$ cat src/rtl/stall_md_ctrl_if.sv
// ID/EX hazard and md-unit sequencing signals between the ID stage and the
// stall controller. master = pipeline side, slave = controller side.
interface stall_md_ctrl_if;
  logic [4:0] id_rs;
  logic [4:0] id_rt;
  logic [1:0] tuse_rs;
  logic [1:0] tuse_rt;
  logic       id_md_use;
  logic [4:0] ex_waddr;
  logic [1:0] ex_tnew;
  logic [4:0] mem_waddr;
  logic [1:0] mem_tnew;
  logic       ex_md_start;
  logic [1:0] ex_md_op;
  logic       pc_en;
  logic       ifid_en;
  logic       idex_flush;
  logic       md_busy;
  logic       stall;

  modport master (
    output id_rs, id_rt, tuse_rs, tuse_rt, id_md_use,
    output ex_waddr, ex_tnew, mem_waddr, mem_tnew,
    output ex_md_start, ex_md_op,
    input  pc_en, ifid_en, idex_flush, md_busy, stall
  );

  modport slave (
    input  id_rs, id_rt, tuse_rs, tuse_rt, id_md_use,
    input  ex_waddr, ex_tnew, mem_waddr, mem_tnew,
    input  ex_md_start, ex_md_op,
    output pc_en, ifid_en, idex_flush, md_busy, stall
  );
endinterface

$ cat src/rtl/stall_md_ctrl.sv
// ID/EX stall controller: Tuse/Tnew hazards plus mult/div busy scheduling.
// Optional STALL_STATS_EN adds stall_count and md_stall_count outputs.
module stall_md_ctrl #(
  parameter int MULT_CYCLES = 5,
  parameter int DIV_CYCLES  = 10
) (
  input  logic clk,
  input  logic reset,
  stall_md_ctrl_if.slave bus
`ifdef STALL_STATS_EN
  ,
  output logic [31:0] stall_count,
  output logic [31:0] md_stall_count
`endif
);

  localparam logic [3:0] MULT_LAT = 4'(MULT_CYCLES);
  localparam logic [3:0] DIV_LAT  = 4'(DIV_CYCLES);

  typedef enum logic {
    IDLE,
    BUSY
  } state_t;

  state_t     state;
  state_t     state_n;
  logic [3:0] cnt;
  logic [3:0] cnt_n;
  logic       rs_hz;
  logic       rt_hz;
  logic       md_hz;
  logic       stall_w;

  // State and remaining-cycle counter register
  always_ff @(posedge clk) begin
    if (reset) begin
      state <= IDLE;
      cnt   <= 4'd0;
    end else begin
      state <= state_n;
      cnt   <= cnt_n;
    end
  end

  // Next state: a start (re)loads the latency, else count down while busy
  always_comb begin
    state_n = state;
    cnt_n   = cnt;
    if (bus.ex_md_start) begin
      state_n = BUSY;
      cnt_n   = bus.ex_md_op[1] ? DIV_LAT : MULT_LAT;
    end else if (state == BUSY) begin
      if (cnt == 4'd1) begin
        state_n = IDLE;
        cnt_n   = 4'd0;
      end else begin
        cnt_n = cnt - 4'd1;
      end
    end
  end

  // Hazard detection and pipeline enables
  always_comb begin
    rs_hz = (bus.id_rs != 5'd0) &&
            ((bus.id_rs == bus.ex_waddr &&
              bus.ex_tnew > bus.tuse_rs) ||
             (bus.id_rs == bus.mem_waddr &&
              bus.mem_tnew > bus.tuse_rs));
    rt_hz = (bus.id_rt != 5'd0) &&
            ((bus.id_rt == bus.ex_waddr &&
              bus.ex_tnew > bus.tuse_rt) ||
             (bus.id_rt == bus.mem_waddr &&
              bus.mem_tnew > bus.tuse_rt));
    bus.md_busy    = (state == BUSY) || bus.ex_md_start;
    md_hz          = bus.id_md_use && bus.md_busy;
    stall_w        = rs_hz || rt_hz || md_hz;
    bus.stall      = stall_w;
    bus.pc_en      = ~stall_w;
    bus.ifid_en    = ~stall_w;
    bus.idex_flush = stall_w;
  end

`ifdef STALL_STATS_EN
  // Saturating stall counters; md count only when md is the sole cause
  always_ff @(posedge clk) begin
    if (reset) begin
      stall_count    <= 32'd0;
      md_stall_count <= 32'd0;
    end else begin
      if (stall_w && stall_count != 32'hFFFF_FFFF)
        stall_count <= stall_count + 32'd1;
      if (md_hz && !rs_hz && !rt_hz &&
          md_stall_count != 32'hFFFF_FFFF)
        md_stall_count <= md_stall_count + 32'd1;
    end
  end
`endif

endmodule

$ cat src/flat_wrapper.sv
// flat-port wrapper written by rule: the top's interface ports become plain ports
module stall_md_ctrl_flat 
#(
  parameter int MULT_CYCLES = 5,
  parameter int DIV_CYCLES  = 10
)
  (clk, reset, bus_id_rs, bus_id_rt, bus_tuse_rs, bus_tuse_rt, bus_id_md_use, bus_ex_waddr, bus_ex_tnew, bus_mem_waddr, bus_mem_tnew, bus_ex_md_start, bus_ex_md_op, bus_pc_en, bus_ifid_en, bus_idex_flush, bus_md_busy, bus_stall);
  stall_md_ctrl_if bus_i ();
  input  logic clk;
  input  logic reset;
  input wire logic [$bits(bus_i.id_rs)-1:0] bus_id_rs;
  input wire logic [$bits(bus_i.id_rt)-1:0] bus_id_rt;
  input wire logic [$bits(bus_i.tuse_rs)-1:0] bus_tuse_rs;
  input wire logic [$bits(bus_i.tuse_rt)-1:0] bus_tuse_rt;
  input wire logic [$bits(bus_i.id_md_use)-1:0] bus_id_md_use;
  input wire logic [$bits(bus_i.ex_waddr)-1:0] bus_ex_waddr;
  input wire logic [$bits(bus_i.ex_tnew)-1:0] bus_ex_tnew;
  input wire logic [$bits(bus_i.mem_waddr)-1:0] bus_mem_waddr;
  input wire logic [$bits(bus_i.mem_tnew)-1:0] bus_mem_tnew;
  input wire logic [$bits(bus_i.ex_md_start)-1:0] bus_ex_md_start;
  input wire logic [$bits(bus_i.ex_md_op)-1:0] bus_ex_md_op;
  output wire logic [$bits(bus_i.pc_en)-1:0] bus_pc_en;
  output wire logic [$bits(bus_i.ifid_en)-1:0] bus_ifid_en;
  output wire logic [$bits(bus_i.idex_flush)-1:0] bus_idex_flush;
  output wire logic [$bits(bus_i.md_busy)-1:0] bus_md_busy;
  output wire logic [$bits(bus_i.stall)-1:0] bus_stall;
  assign bus_i.id_rs = bus_id_rs;
  assign bus_i.id_rt = bus_id_rt;
  assign bus_i.tuse_rs = bus_tuse_rs;
  assign bus_i.tuse_rt = bus_tuse_rt;
  assign bus_i.id_md_use = bus_id_md_use;
  assign bus_i.ex_waddr = bus_ex_waddr;
  assign bus_i.ex_tnew = bus_ex_tnew;
  assign bus_i.mem_waddr = bus_mem_waddr;
  assign bus_i.mem_tnew = bus_mem_tnew;
  assign bus_i.ex_md_start = bus_ex_md_start;
  assign bus_i.ex_md_op = bus_ex_md_op;
  assign bus_pc_en = bus_i.pc_en;
  assign bus_ifid_en = bus_i.ifid_en;
  assign bus_idex_flush = bus_i.idex_flush;
  assign bus_md_busy = bus_i.md_busy;
  assign bus_stall = bus_i.stall;
  stall_md_ctrl #(.MULT_CYCLES(MULT_CYCLES), .DIV_CYCLES(DIV_CYCLES)) u_core (.clk(clk), .reset(reset), .bus(bus_i));
endmodule
$ cat config.mk
export PLATFORM = sky130hd
export DESIGN_NAME = stall_md_ctrl_flat
export DESIGN_NICKNAME = d
export VERILOG_FILES = /design/src/rtl/stall_md_ctrl_if.sv /design/src/rtl/stall_md_ctrl.sv /design/src/flat_wrapper.sv
export SDC_FILE = /design/constraint.sdc
export NUM_CORES = 1
export LEC_CHECK = 0
export ABC_AREA = 1
export BUFFER_PORTS_ARGS = -buffer_cell sky130_fd_sc_hd__buf_4
export CAP_MARGIN = 20
export CORE_MARGIN = 5
export CORE_UTILIZATION = 49
export CTS_BUF_LIST = sky130_fd_sc_hd__clkbuf_4 sky130_fd_sc_hd__clkbuf_8
export CTS_CLUSTER_DIAMETER = 120
export DETAILED_ROUTE_END_ITERATION = 7
export PLACE_DENSITY = 0.93
export RECOVER_POWER = 100
export SYNTH_ARGS = -nofsm -noshare
export SYNTH_HDL_FRONTEND = slang
export SYNTH_SLANG_ARGS = --single-unit
$ cat constraint.sdc
create_clock -name clk -period 1.63 [get_ports clk]
set_clock_uncertainty 0.15 [all_clocks]
set_input_delay 0.0815 -clock clk [delete_from_list [all_inputs] [get_ports clk]]
set_output_delay 0.0815 -clock clk [all_outputs]
set_load 0.01 [all_outputs]
==> impl_metrics.toml <==
[outcome]
status = "complete, no violations"

[yosys]
yosys_register_bits = 5
synthesis.area_sq_um = 917
ys_seq_area_frac = 0.109
syn_area_per_cell_sq_um = 5.52
ys.warnings.count = 0
synth_flop_cell = "dfxtp_1"
yosys.cell_types.count = 25
syn_inst = 166
async_flop_share = 0
synthesis.nets = 210
synth_edf_count = 0

[timing]
slew-limit-headroom = 0.852
rsz0062_at_grt = "no"
tns_ps = 0
fin_ws_ps = 123
tightestPinTransition_ps = 223
fmax_ghz = 0.664
finalSetupViolCount = 0
finalMaxSlewViolations = 0
fin_crit_ps = 1510
finalHoldViolCount = 0
post-route-period-util = 0.924

[floorplan]
num_rows = 15
start_util = 0.525
die_h_microns = 53.3
coreArea_sq_um = 1750
die-area_sq_um = 2840
die_x_microns = 53.3
ioPinCount = 39

[worst_setup_path]
crit_path_end_kind = "output port"
crit_path_start_kind = "input pin"
cp.required_ps = 1400
cp_max_fo = 2
path_cells = "buf_4, ha_1, inv_1, o21bai_1, nand3_2, nor2_2, nor2_1, nor2_2, nor2_2, buf_4"
critPathKind = "in2out"
cpPeakStageDelay_ps = 290
slowest_stage = "ha_1"
cp_common_cell = "nor2_2"
cp.arrival_ps = 1280

[grt]
antenna_found_initial = 0
grt_max_degree = 8
met1_usage = 0.231
busiest_layer = "met2"
grtUsageMet3 = 0.0451
grt_pass1_wl_mm = 4.28
grt_pass1_vias = 1080
overflow = 0
grtUsageTotal = 0.204
use_met2 = 0.378

[power_and_ir_drop]
vdd_ir_drop_max_mv = 0.517
combPwrFrac = 0.507
internal_power_uw = 395
power.leakage_nw = 0.756
p_clk_frac = 0.259
swShare = 0.361
power.switching_uw = 223
powerDensity_nw_per_um2 = 492
power_frac_seq = 0.235

[job]
cap_violations = 0

[detailed_routing]
drcViolationCount = 0
via_per_inst = 4.82
drt_first_iter_violations = 32
wl_per_cell_microns = 10.8
vias = 1118
drt_pass1_iterations = 4
wl_mm = 2.51
antenna_left = 0

[final_layout]
area_growth_pct = 37.1
num-nets-final = 252
fin_cells = 232
final_area_sq_um = 1260
antenna_cells = 0
drive_gt1_frac = 0.256

[placement]
placed_cells = 226
portBuffers = 37
pre_cts_ws_ps = 116
dpl.hpwl_mm = 2.15
placed_cell_area_sq_um = 1210
place_congestion = 0.828

[cts]
cts_setup_buffers = 0
clock_latency_ps = 250
clock-root-buffer = "clkbuf_4"
cts_tree = "built"
cts_sinks = 5
ctsHtreeMaxLevel = 1
ctsLongestPathBuffers = 2
cts_buffers = 3
clkTransAtPathRegs_ps = 40

[hold_path]
worstHoldPathType = "in2reg"
[cells by family (layout without fill, tap and decap cells)]
| logic type | after synthesis | count (layout) | share of synthesized area |
|---|---|---|---|
| DFF | 5 | 5 | 0.109 |
| buffers and inverters | 39 | 80 | 0.168 |
| xor gates and xnor gates | 4 | 4 | 0.0382 |
| adders and majority gates | 10 | 10 | 0.136 |
| and+or+nand+nor | 90 | 90 | 0.427 |
| AOI/OAI and AO/OA | 18 | 18 | 0.121 |
[synthesized netlist by cell type (3+ instances only)]
cell type,count,share of area
a21oi_1,4,0.022
dfxtp_1,5,0.11
ha_1,10,0.14
inv_1,33,0.14
inv_2,3,0.012
nand2_1,52,0.21
nand3_1,12,0.065
nor2_1,15,0.061
nor2_2,3,0.020
o21ai_0,5,0.027
o21ai_1,3,0.016
xor2_1,3,0.029
[placed cells by master, fill, tap and decap left out, types with 4 or more instances in the layout]
cell / synthesis / routed
nor2_1: 15 / 14
nand2_1: 52 / 52
clkbuf_4: 0 / 4
buf_4: 2 / 36
inv_1: 33 / 33
nor2_2: 3 / 4
dfxtp_1: 5 / 5
ha_1: 10 / 10
o21ai_0: 5 / 5
nand3_1: 12 / 12
[sequential cells by signal (all words and copies together), names as in the netlist]
register and flops:
u_core.cnt 4, u_core.state 1
[per-layer routing]
| metal | share of wire | wire length (microns) |
|---|---|---|
| met5 | 0 | 0 |
| met4 | 0.018 | 45 |
| met3 | 0.076 | 190 |
| met2 | 0.49 | 1220 |
| met1 | 0.42 | 1050 |
[critical path, delay by kind of cell]
| family | cells | cell delay [ps] |
|---|---|---|
| buffers and inverters | 3 | 300 |
| AND/OR/NAND/NOR | 5 | 430 |
| adder cells (fa/ha/maj) | 1 | 290 |
| AO/OA/AOI/OAI | 1 | 180 |
[repair_timing]
| action | in CTS | in global routing |
|---|---|---|
| endpoints found under the setup margin | 0 | 4 |
| resized for setup | 0 | 2 |
| endpoints found under the hold margin | 5 | 0 |
| hold buffers | 2 | 0 |
[layout make-up]
type	instances	area, sq um
clock buffer	4	30.0
inverter	37	139
multi-input combinational	122	663
sequential	5	100
tap	25	31.3
fill	159	488
timing repair buffer	39	294
[power by group through the flow]
stage / Sequential [mW] / Combinational, mW / Clock, mW
2_1_floorplan: 0.145 / 0.183 / 0
3_3_place_gp: 0.146 / 0.296 / 0
3_5_place_dp: 0.147 / 0.310 / 0
4_1_cts: 0.145 / 0.315 / 0.166
5_1_grt: 0.146 / 0.359 / 0.182
6_report: 0.145 / 0.314 / 0.160
[worst paths after layout]
check / start / to / slack (ps) / cells past startpoint
setup / recovery: bus_mem_tnew[1] / bus_pc_en / 120 / 10
setup reg to reg: u_core.cnt[0]$_SDFFE_PP0N_ / u_core.cnt[1]$_SDFFE_PP0N_ / 170 / 4
hold reg to reg: u_core.cnt[0]$_SDFFE_PP0N_ / u_core.cnt[0]$_SDFFE_PP0N_ / 340 / 2
hold / removal: bus_ex_md_start / u_core.cnt[0]$_SDFFE_PP0N_ / 40 / 3
[metrics by stage]
step	hold slack (ps)	utilization	power [mW]
2_1_floorplan	-2.25	-	0.327
3_3_place_gp	129	0.694	0.442
3_5_place_dp	134	0.694	0.457
4_1_cts	42.9	0.723	0.626
5_1_grt	47.3	0.720	0.686
6_report	44.9	0.720	0.619
(Power assumes the default switching activity.)
